### src/rtl/hazard_controller.sv
// Stall/flush sequencer for the 5-stage pipeline: resolves load-use, taken-branch
// and data-memory-wait hazards, and keeps stall/flush counters plus a sticky timeout flag.
module hazard_controller #(
    parameter int LOAD_USE_STALLS = 1,
    parameter int MEM_TIMEOUT     = 255
) (
    input  logic        clk,
    input  logic        rst_n,
    input  logic [4:0]  Rs1D_i,
    input  logic [4:0]  Rs2D_i,
    input  logic [4:0]  RdE_i,
    input  logic        LoadE_i,
    input  logic        PCSrcE_i,
    input  logic        MemReqM_i,
    input  logic        MemReadyM_i,
    output logic        StallF_o,
    output logic        StallD_o,
    output logic        StallE_o,
    output logic        StallM_o,
    output logic        FlushD_o,
    output logic        FlushE_o,
    output logic        MemTimeout_o,
    output logic [31:0] StallCount_o,
    output logic [31:0] FlushCount_o
);

    typedef enum logic [1:0] {
        RUN,
        MEM_WAIT,
        LOAD_STALL
    } state_t;

    localparam logic [2:0]  BUBBLE_INIT   = 3'(LOAD_USE_STALLS - 1);
    localparam logic [15:0] TIMEOUT_LIMIT = 16'(MEM_TIMEOUT);

    state_t      state, state_next;
    logic [2:0]  bubble_cnt, bubble_next;
    logic [15:0] wait_cnt, wait_next;
    logic        mem_timeout;
    logic [31:0] stall_count, flush_count;

    logic load_use_hit;
    logic mem_block;
    logic timeout_hit;
    logic stall_f, stall_d, stall_e, stall_m, flush_d, flush_e;

    assign load_use_hit = LoadE_i && (RdE_i != 5'd0) &&
                          ((RdE_i == Rs1D_i) || (RdE_i == Rs2D_i));

    // Once waiting, only the ready strobe matters; elsewhere a request must be outstanding.
    assign mem_block = (state == MEM_WAIT) ? !MemReadyM_i : (MemReqM_i && !MemReadyM_i);

    always_comb begin
        stall_f     = 1'b0;
        stall_d     = 1'b0;
        stall_e     = 1'b0;
        stall_m     = 1'b0;
        flush_d     = 1'b0;
        flush_e     = 1'b0;
        state_next  = state;
        bubble_next = bubble_cnt;

        if (mem_block) begin
            stall_f = 1'b1;
            stall_d = 1'b1;
            stall_e = 1'b1;
            stall_m = 1'b1;
            if (state == RUN) begin
                state_next = MEM_WAIT;
            end
        end else if (state == LOAD_STALL) begin
            stall_f     = 1'b1;
            stall_d     = 1'b1;
            flush_e     = 1'b1;
            bubble_next = bubble_cnt - 3'd1;
            if (bubble_cnt == 3'd1) begin
                state_next = RUN;
            end
        end else begin
            // RUN, or the ready cycle of MEM_WAIT: a held branch is flushed here too.
            state_next = RUN;
            if (PCSrcE_i) begin
                flush_d = 1'b1;
                flush_e = 1'b1;
            end else if (load_use_hit) begin
                stall_f = 1'b1;
                stall_d = 1'b1;
                flush_e = 1'b1;
                if (LOAD_USE_STALLS > 1) begin
                    state_next  = LOAD_STALL;
                    bubble_next = BUBBLE_INIT;
                end
            end
        end
    end

    always_comb begin
        wait_next = 16'd0;
        if (mem_block) begin
            wait_next = (wait_cnt == 16'hFFFF) ? wait_cnt : wait_cnt + 16'd1;
        end
    end

    assign timeout_hit = mem_block && (wait_next == TIMEOUT_LIMIT);

    always_ff @(posedge clk or negedge rst_n) begin
        if (!rst_n) begin
            state       <= RUN;
            bubble_cnt  <= 3'd0;
            wait_cnt    <= 16'd0;
            mem_timeout <= 1'b0;
            stall_count <= 32'd0;
            flush_count <= 32'd0;
        end else begin
            state      <= state_next;
            bubble_cnt <= bubble_next;
            wait_cnt   <= wait_next;
            if (timeout_hit) begin
                mem_timeout <= 1'b1;
            end
            if (stall_f) begin
                stall_count <= stall_count + 32'd1;
            end
            if (flush_d) begin
                flush_count <= flush_count + 32'd1;
            end
        end
    end

    // Reset forces a bubble into D and E regardless of the hazard inputs.
    assign StallF_o     = rst_n && stall_f;
    assign StallD_o     = rst_n && stall_d;
    assign StallE_o     = rst_n && stall_e;
    assign StallM_o     = rst_n && stall_m;
    assign FlushD_o     = !rst_n || flush_d;
    assign FlushE_o     = !rst_n || flush_e;
    assign MemTimeout_o = mem_timeout;
    assign StallCount_o = stall_count;
    assign FlushCount_o = flush_count;

endmodule

### config.mk
export PLATFORM = sky130hd
export DESIGN_NAME = hazard_controller
export DESIGN_NICKNAME = d
export VERILOG_FILES = /design/src/rtl/hazard_controller.sv
export SDC_FILE = /design/constraint.sdc
export NUM_CORES = 1
export LEC_CHECK = 0
export CAP_MARGIN = 40
export CORE_MARGIN = 3
export CORE_UTILIZATION = 23
export CTS_BUF_LIST = sky130_fd_sc_hd__clkbuf_4 sky130_fd_sc_hd__clkbuf_8
export CTS_CLUSTER_DIAMETER = 60
export DETAILED_ROUTE_END_ITERATION = 12
export GPL_ROUTABILITY_DRIVEN = 1
export PLACE_DENSITY = 0.53
export SYNTH_ARGS = -nofsm -noshare
export SYNTH_HDL_FRONTEND = slang
export SYNTH_SLANG_ARGS = --single-unit
export TNS_END_PERCENT = 1
### constraint.sdc
create_clock -name clk -period 5.8 [get_ports clk]
set_clock_uncertainty 0.2 [all_clocks]
set_input_delay 0.87 -clock clk [delete_from_list [all_inputs] [get_ports clk]]
set_output_delay 0.87 -clock clk [all_outputs]
set_load 0.05 [all_outputs]
After elaboration in Yosys (flattened, before gate mapping). Index checks and enable logic that the tools add are counted.

Register bits after elaboration: 86. Memory bits (read-only): 0. Memories kept: 0. Bits in latches: 0. Memory bits (writable): 0. Logic and storage cells: 53. Bits of input ports: 21.

Multiply operators: 0. Eq/ne operators: 9. Magnitude comparators: 0. Bitwise gates (word level): 1. Add/subtract/negate cells: 4. Div/mod/pow operators: 0. Shifts and indexed selects: 0. Multiplexer cells: 18. Reductions and logical operators: 15.

Operator list (number): $add 32x1->32 const B (2); $mux 16 (2); $add 16x1->16 const B (1); $eq 16x16->1 const B (1); $eq 16x8->1 const B (1); $mux 1 (12); $eq 5x5->1 (2); $mux 2 (4); $logic_and 1x1->1 (6); $reduce_bool 5->1 (1); $reduce_and 2->1 (2); $eq 3x1->1 const B (1); $logic_or 1x1->1 (3); $ne 3x2->1 const B (1); $sub 3x1->3 const B (1); $eq 2x1->1 const B (1); $eq 2x2->1 const B (1); $logic_not 1->1 (2); $logic_not 2->1 (1); $ne 2x1->1 const B (1); $not 1->1 (1).

Depth between registers and ports, before layout.
Depth in word-level cells: 8. Mapped depth: 8.

Worst setup path after synthesis. Ideal clock, no wire load.

Path kind: input -> output. From: input port MemReadyM_i. To: output port StallF_o. Path buffers: 2. Arrival: 3025 ps. Slack: 1705 ps. Stages on the path: 6. Cell sequence: o21bai_4 -> clkbuf_1 -> nand2_1 -> nand2_1 -> a21oi_1 -> buf_4.

Longest elaborated chain between the ends: 5.

RTL lines: from (decl) (RTL line 15) `input logic MemReadyM_i,`; $logic_not 1->1 (*) (RTL line 51) `assign mem_block = (state == MEM_WAIT) ? !MemReadyM_i : (MemReqM_i && !MemReadyM_i);`; $logic_and 1x1->1 (RTL line 51); $mux 1 (*) (RTL line 51); $mux 1 (*); $logic_and 1x1->1 (*); to (decl) (RTL line 16) `output logic StallF_o,`.

Mark *: on every way between the ends. The rest lies on a longest branch, timed or not.

Final worst setup path.
From: input port RdE_i[0]. To: output port StallD_o.

Longest elaborated chain between the ends: 8. Elaborated cells on any way between the ends: 11.

RTL lines: from (decl) (RTL line 11) `input logic [4:0] RdE_i,`; $eq 5x5->1 or $reduce_bool 5->1 (tied branches) (RTL line 48, 47); $logic_or 1x1->1 or $logic_and 1x1->1 (tied branches) (RTL line 48, 47); $logic_and 1x1->1 (*) (RTL line 47) `assign load_use_hit = LoadE_i && (RdE_i != 5'd0) &&`; $mux 1 (*) (RTL line 85) `end else if (load_use_hit) begin`; $mux 1 (*) (RTL line 82) `if (PCSrcE_i) begin`; $mux 1 (*) (RTL line 71) `end else if (state == LOAD_STALL) begin`; $mux 1 (*) (RTL line 63) `if (mem_block) begin`; $logic_and 1x1->1 (*) (RTL line 132) `assign StallD_o = rst_n && stall_d;`; to (decl) (RTL line 17) `output logic StallD_o,`.

Marked as above.

==> results.json <==
{
  "grt.overflow.total": 0,
  "total_leakage_power_nw": 2.20,
  "drt_wl_total_um": 9950,
  "synth-warning-count": 0,
  "finalHoldViolations": 0,
  "async_flop_share_pct": 100,
  "clkLatencyLatePin_ns": 0.36,
  "firstDrtPassIters": 4,
  "cell_count_after_synthesis": 403,
  "via_per_inst": 4.55,
  "path_cells": "clkdlybuf4s50_1, xnor2_1, nand3_1, o22ai_1, nand2_1, a21oi_1, clkdlybuf4s50_1",
  "die_h_um": 139,
  "critPathSlowestCell": "sky130_fd_sc_hd__clkdlybuf4s50_1",
  "groute.usage.overall_pct": 10.6,
  "timing.rr.end": "FlushCount_o[26]",
  "p_per_area_mw_per_mm2": 290,
  "area_leader_netlist": "sky130_fd_sc_hd__dfrtp_1",
  "layout.cells.most_common_list": "90 x sky130_fd_sc_hd__clkdlybuf4s50_1, 82 x sky130_fd_sc_hd__dfrtp_1, 51 x sky130_fd_sc_hd__xnor2_1",
  "first_global_vias": 3289,
  "post_cts_setup_inserts": 0,
  "grt_pass1_wl_um": 16800,
  "fin_util_pct": 31.4,
  "tritoncts": "built",
  "synth.ff_latch_count": 82,
  "starting_density_of_the_core_pct": 23.5,
  "comb_power_share_pct": 27.6,
  "critical_path.top_delay_family": "buffers and inverters",
  "num_vias": 3316,
  "power_switching_uw": 581,
  "layout_commonest_cell": "sky130_fd_sc_hd__clkdlybuf4s50_1",
  "cts.hold.buffers_added": 0,
  "setup-tns-final_ns": 0,
  "yosysTopAreaCellShare_pct": 50.3,
  "yosys-top-cells-area": "sky130_fd_sc_hd__dfrtp_1 50%, sky130_fd_sc_hd__xnor2_1 11%, sky130_fd_sc_hd__xor2_1 5.6%",
  "status": "completed",
  "crit_path_max_incr_delay_ns": 0.83,
  "setup_viol": 0,
  "post_route_cells_drive_above_1_share_pct": 5.96,
  "area_delta_synth_final_pct": 33.7,
  "clockBufferDepth": 2,
  "core.rowCount": 48,
  "synth_cell_types": 50,
  "critPathArrivalTime_ns": 3.32,
  "cap_viol_max_count": 0,
  "dieArea_mm2": 0.0194,
  "post-route-period-util_pct": 75.7,
  "clock_sinks": 82,
  "pint_uw": 999,
  "worst_r2r_path_depth": 7,
  "synth_area_mm2": 0.00408,
  "rrSetupSlack_ns": 2.86,
  "place_hpwl_um": 7370,
  "setup_repair_after_global_routing_missed_its_margin": "false",
  "final_antenna_net_count": 0,
  "synth_area_per_cell_um2": 10.1,
  "number_of_antenna_violations_at_the_first_check_in_global_routing": 0,
  "syn-num-nets": 427,
  "required_ns": 4.73,
  "worstHoldPathType": "in -> async",
  "die_width_um": 139,
  "design.core.area_mm2": 0.0174,
  "clk_pin_slew_ns": 0.09,
  "synth_ff_type": "sky130_fd_sc_hd__dfrtp_1",
  "cts_made_buffers": 9,
  "gp_congestion": 0.823,
  "cts.repair.resized": 0,
  "regToRegStartpoint": "state[0]",
  "cp-start-kind": "primary input",
  "seq_power_share_pct": 44.1,
  "number_of_enable_type_register_cells_in_the_synthesized_netlist": 0,
  "ir_worst_vdd_mv": 0.236,
  "clockPowerShare_pct": 28.3,
  "wire_per_inst_um": 13.7,
  "clock_tree.htree_level_count": 3,
  "nets": 522,
  "swShare_pct": 36.8,
  "drv_slew": 0,
  "drc": 0,
  "startpoint": "RdE_i[0]",
  "timing.critical_path.fanout_max": 6,
  "yosysSeqAreaShare_pct": 50.3,
  "critical-path-top-cell-by-count": "sky130_fd_sc_hd__clkdlybuf4s50_1",
  "critical_path_class": "in -> out",
  "number_of_inserted_diodes": 0,
  "critPathCapture": "StallD_o",
  "grt_max_degree": 57,
  "timing_worst_slew_pin_value_ns": 0.776,
  "critical_path_cell_count": 7,
  "drt_iter0_drc": 176,
  "timing.fmax_mhz": 228,
  "critPathCaptureType": "output port",
  "min_period_ns": 4.39,
  "path_buf_inv": 2,
  "port_buffers": 91,
  "fill_cell_total_of_the_finished_layout": 1773,
  "top_level_ports": 92,
  "ctsRootBufferMaster": "sky130_fd_sc_hd__clkbuf_8",
  "slew-limit-headroom_pct": 47.8
}
## power by group through the flow
stage / Sequential, mW / Combinational [mW] / Clock [mW]
2_1_floorplan: 0.868 / 0.103 / 0
3_3_place_gp: 0.704 / 0.440 / 0
3_5_place_dp: 0.709 / 0.443 / 0
4_1_cts: 0.697 / 0.444 / 0.469
5_1_grt: 0.707 / 0.461 / 0.490
6_report: 0.697 / 0.437 / 0.447
## metrics by stage
stage	total power, mW	worst slack [ns]	hold slack [ns]	cell area (um^2)	instances
CTS	1.61	1.32	0.204	5450	728
finish	1.58	1.41	0.211	5450	728
floorplan	0.971	1.71	0.286	4080	403
global route	1.66	1.13	0.218	5450	728
global placement	1.14	1.38	0.257	5240	712
detailed placement	1.15	1.34	0.264	5240	712
## registers in the layout, indices dropped and copies added, names as in the netlist
signal        count
wait_cnt         16
state             1
StallCount_o     32
FlushCount_o     32
MemTimeout_o      1
## worst reg2reg max path: stages (launching register included)
cell                       delay (ns)
sky130_fd_sc_hd__dfrtp_1         0.40
sky130_fd_sc_hd__o21bai_4        0.38
sky130_fd_sc_hd__inv_2           0.25
sky130_fd_sc_hd__nor4_1          0.47
sky130_fd_sc_hd__or4b_1          0.62
sky130_fd_sc_hd__nor2_2          0.23
sky130_fd_sc_hd__nand4_1         0.14
sky130_fd_sc_hd__xnor2_1         0.14
## synthesized netlist by cell type, types with 7 or more instances
cell                       n
sky130_fd_sc_hd__and3_1    8
sky130_fd_sc_hd__inv_1    14
sky130_fd_sc_hd__xnor2_1  51
sky130_fd_sc_hd__nor3_1   17
sky130_fd_sc_hd__a21oi_1   7
sky130_fd_sc_hd__o21ai_0   8
sky130_fd_sc_hd__nand4_1  15
sky130_fd_sc_hd__nand2_1  42
sky130_fd_sc_hd__nor4_1    9
sky130_fd_sc_hd__nor2_1   32
sky130_fd_sc_hd__dfrtp_1  82
sky130_fd_sc_hd__nand3_1  33
sky130_fd_sc_hd__xor2_1   26
## how the worst min path moves through the flow
stage,to,slack [ns],cells after the start
2_1_floorplan,wait_cnt[6],0.29,1
3_3_place_gp,FlushCount_o[31],0.26,1
3_5_place_dp,StallCount_o[31],0.26,1
4_1_cts,FlushCount_o[29],0.20,1
5_1_grt,FlushCount_o[31],0.22,1
6_report,FlushCount_o[31],0.21,1
## area by class of cell
type	instances	area, um^2	area share, %
repair buffers	92	916	16.8
well taps	225	282	5.16
clock inverters	5	62.6	1.15
flip-flops and latches	82	2050	37.6
inverters	15	56.3	1.03
clock buffers	11	151	2.78
multi-input cells	298	1930	35.4
## kinds of logic (layout without fill, tap and decap cells)
logic type / Yosys count / after routing / share of synthesized area, %
simple gates: 183 / 183 / 23.5
mux: 3 / 3 / 0.767
flops: 82 / 82 / 50.3
buf+inv: 23 / 123 / 2.33
xor+xnor: 77 / 77 / 16.5
fa+ha+maj: 3 / 3 / 0.920
compound gates: 32 / 32 / 5.67
## per-layer routing
metal	GRT usage (%)	vias up	share of wire, %
li1	-	1594	-
met1	13.9	1601	46
met2	16.6	108	46
met3	2.76	13	6.6
met4	4.43	0	1.9
met5	0	-	0
Note: power is estimated with default switching activity, not from simulation.
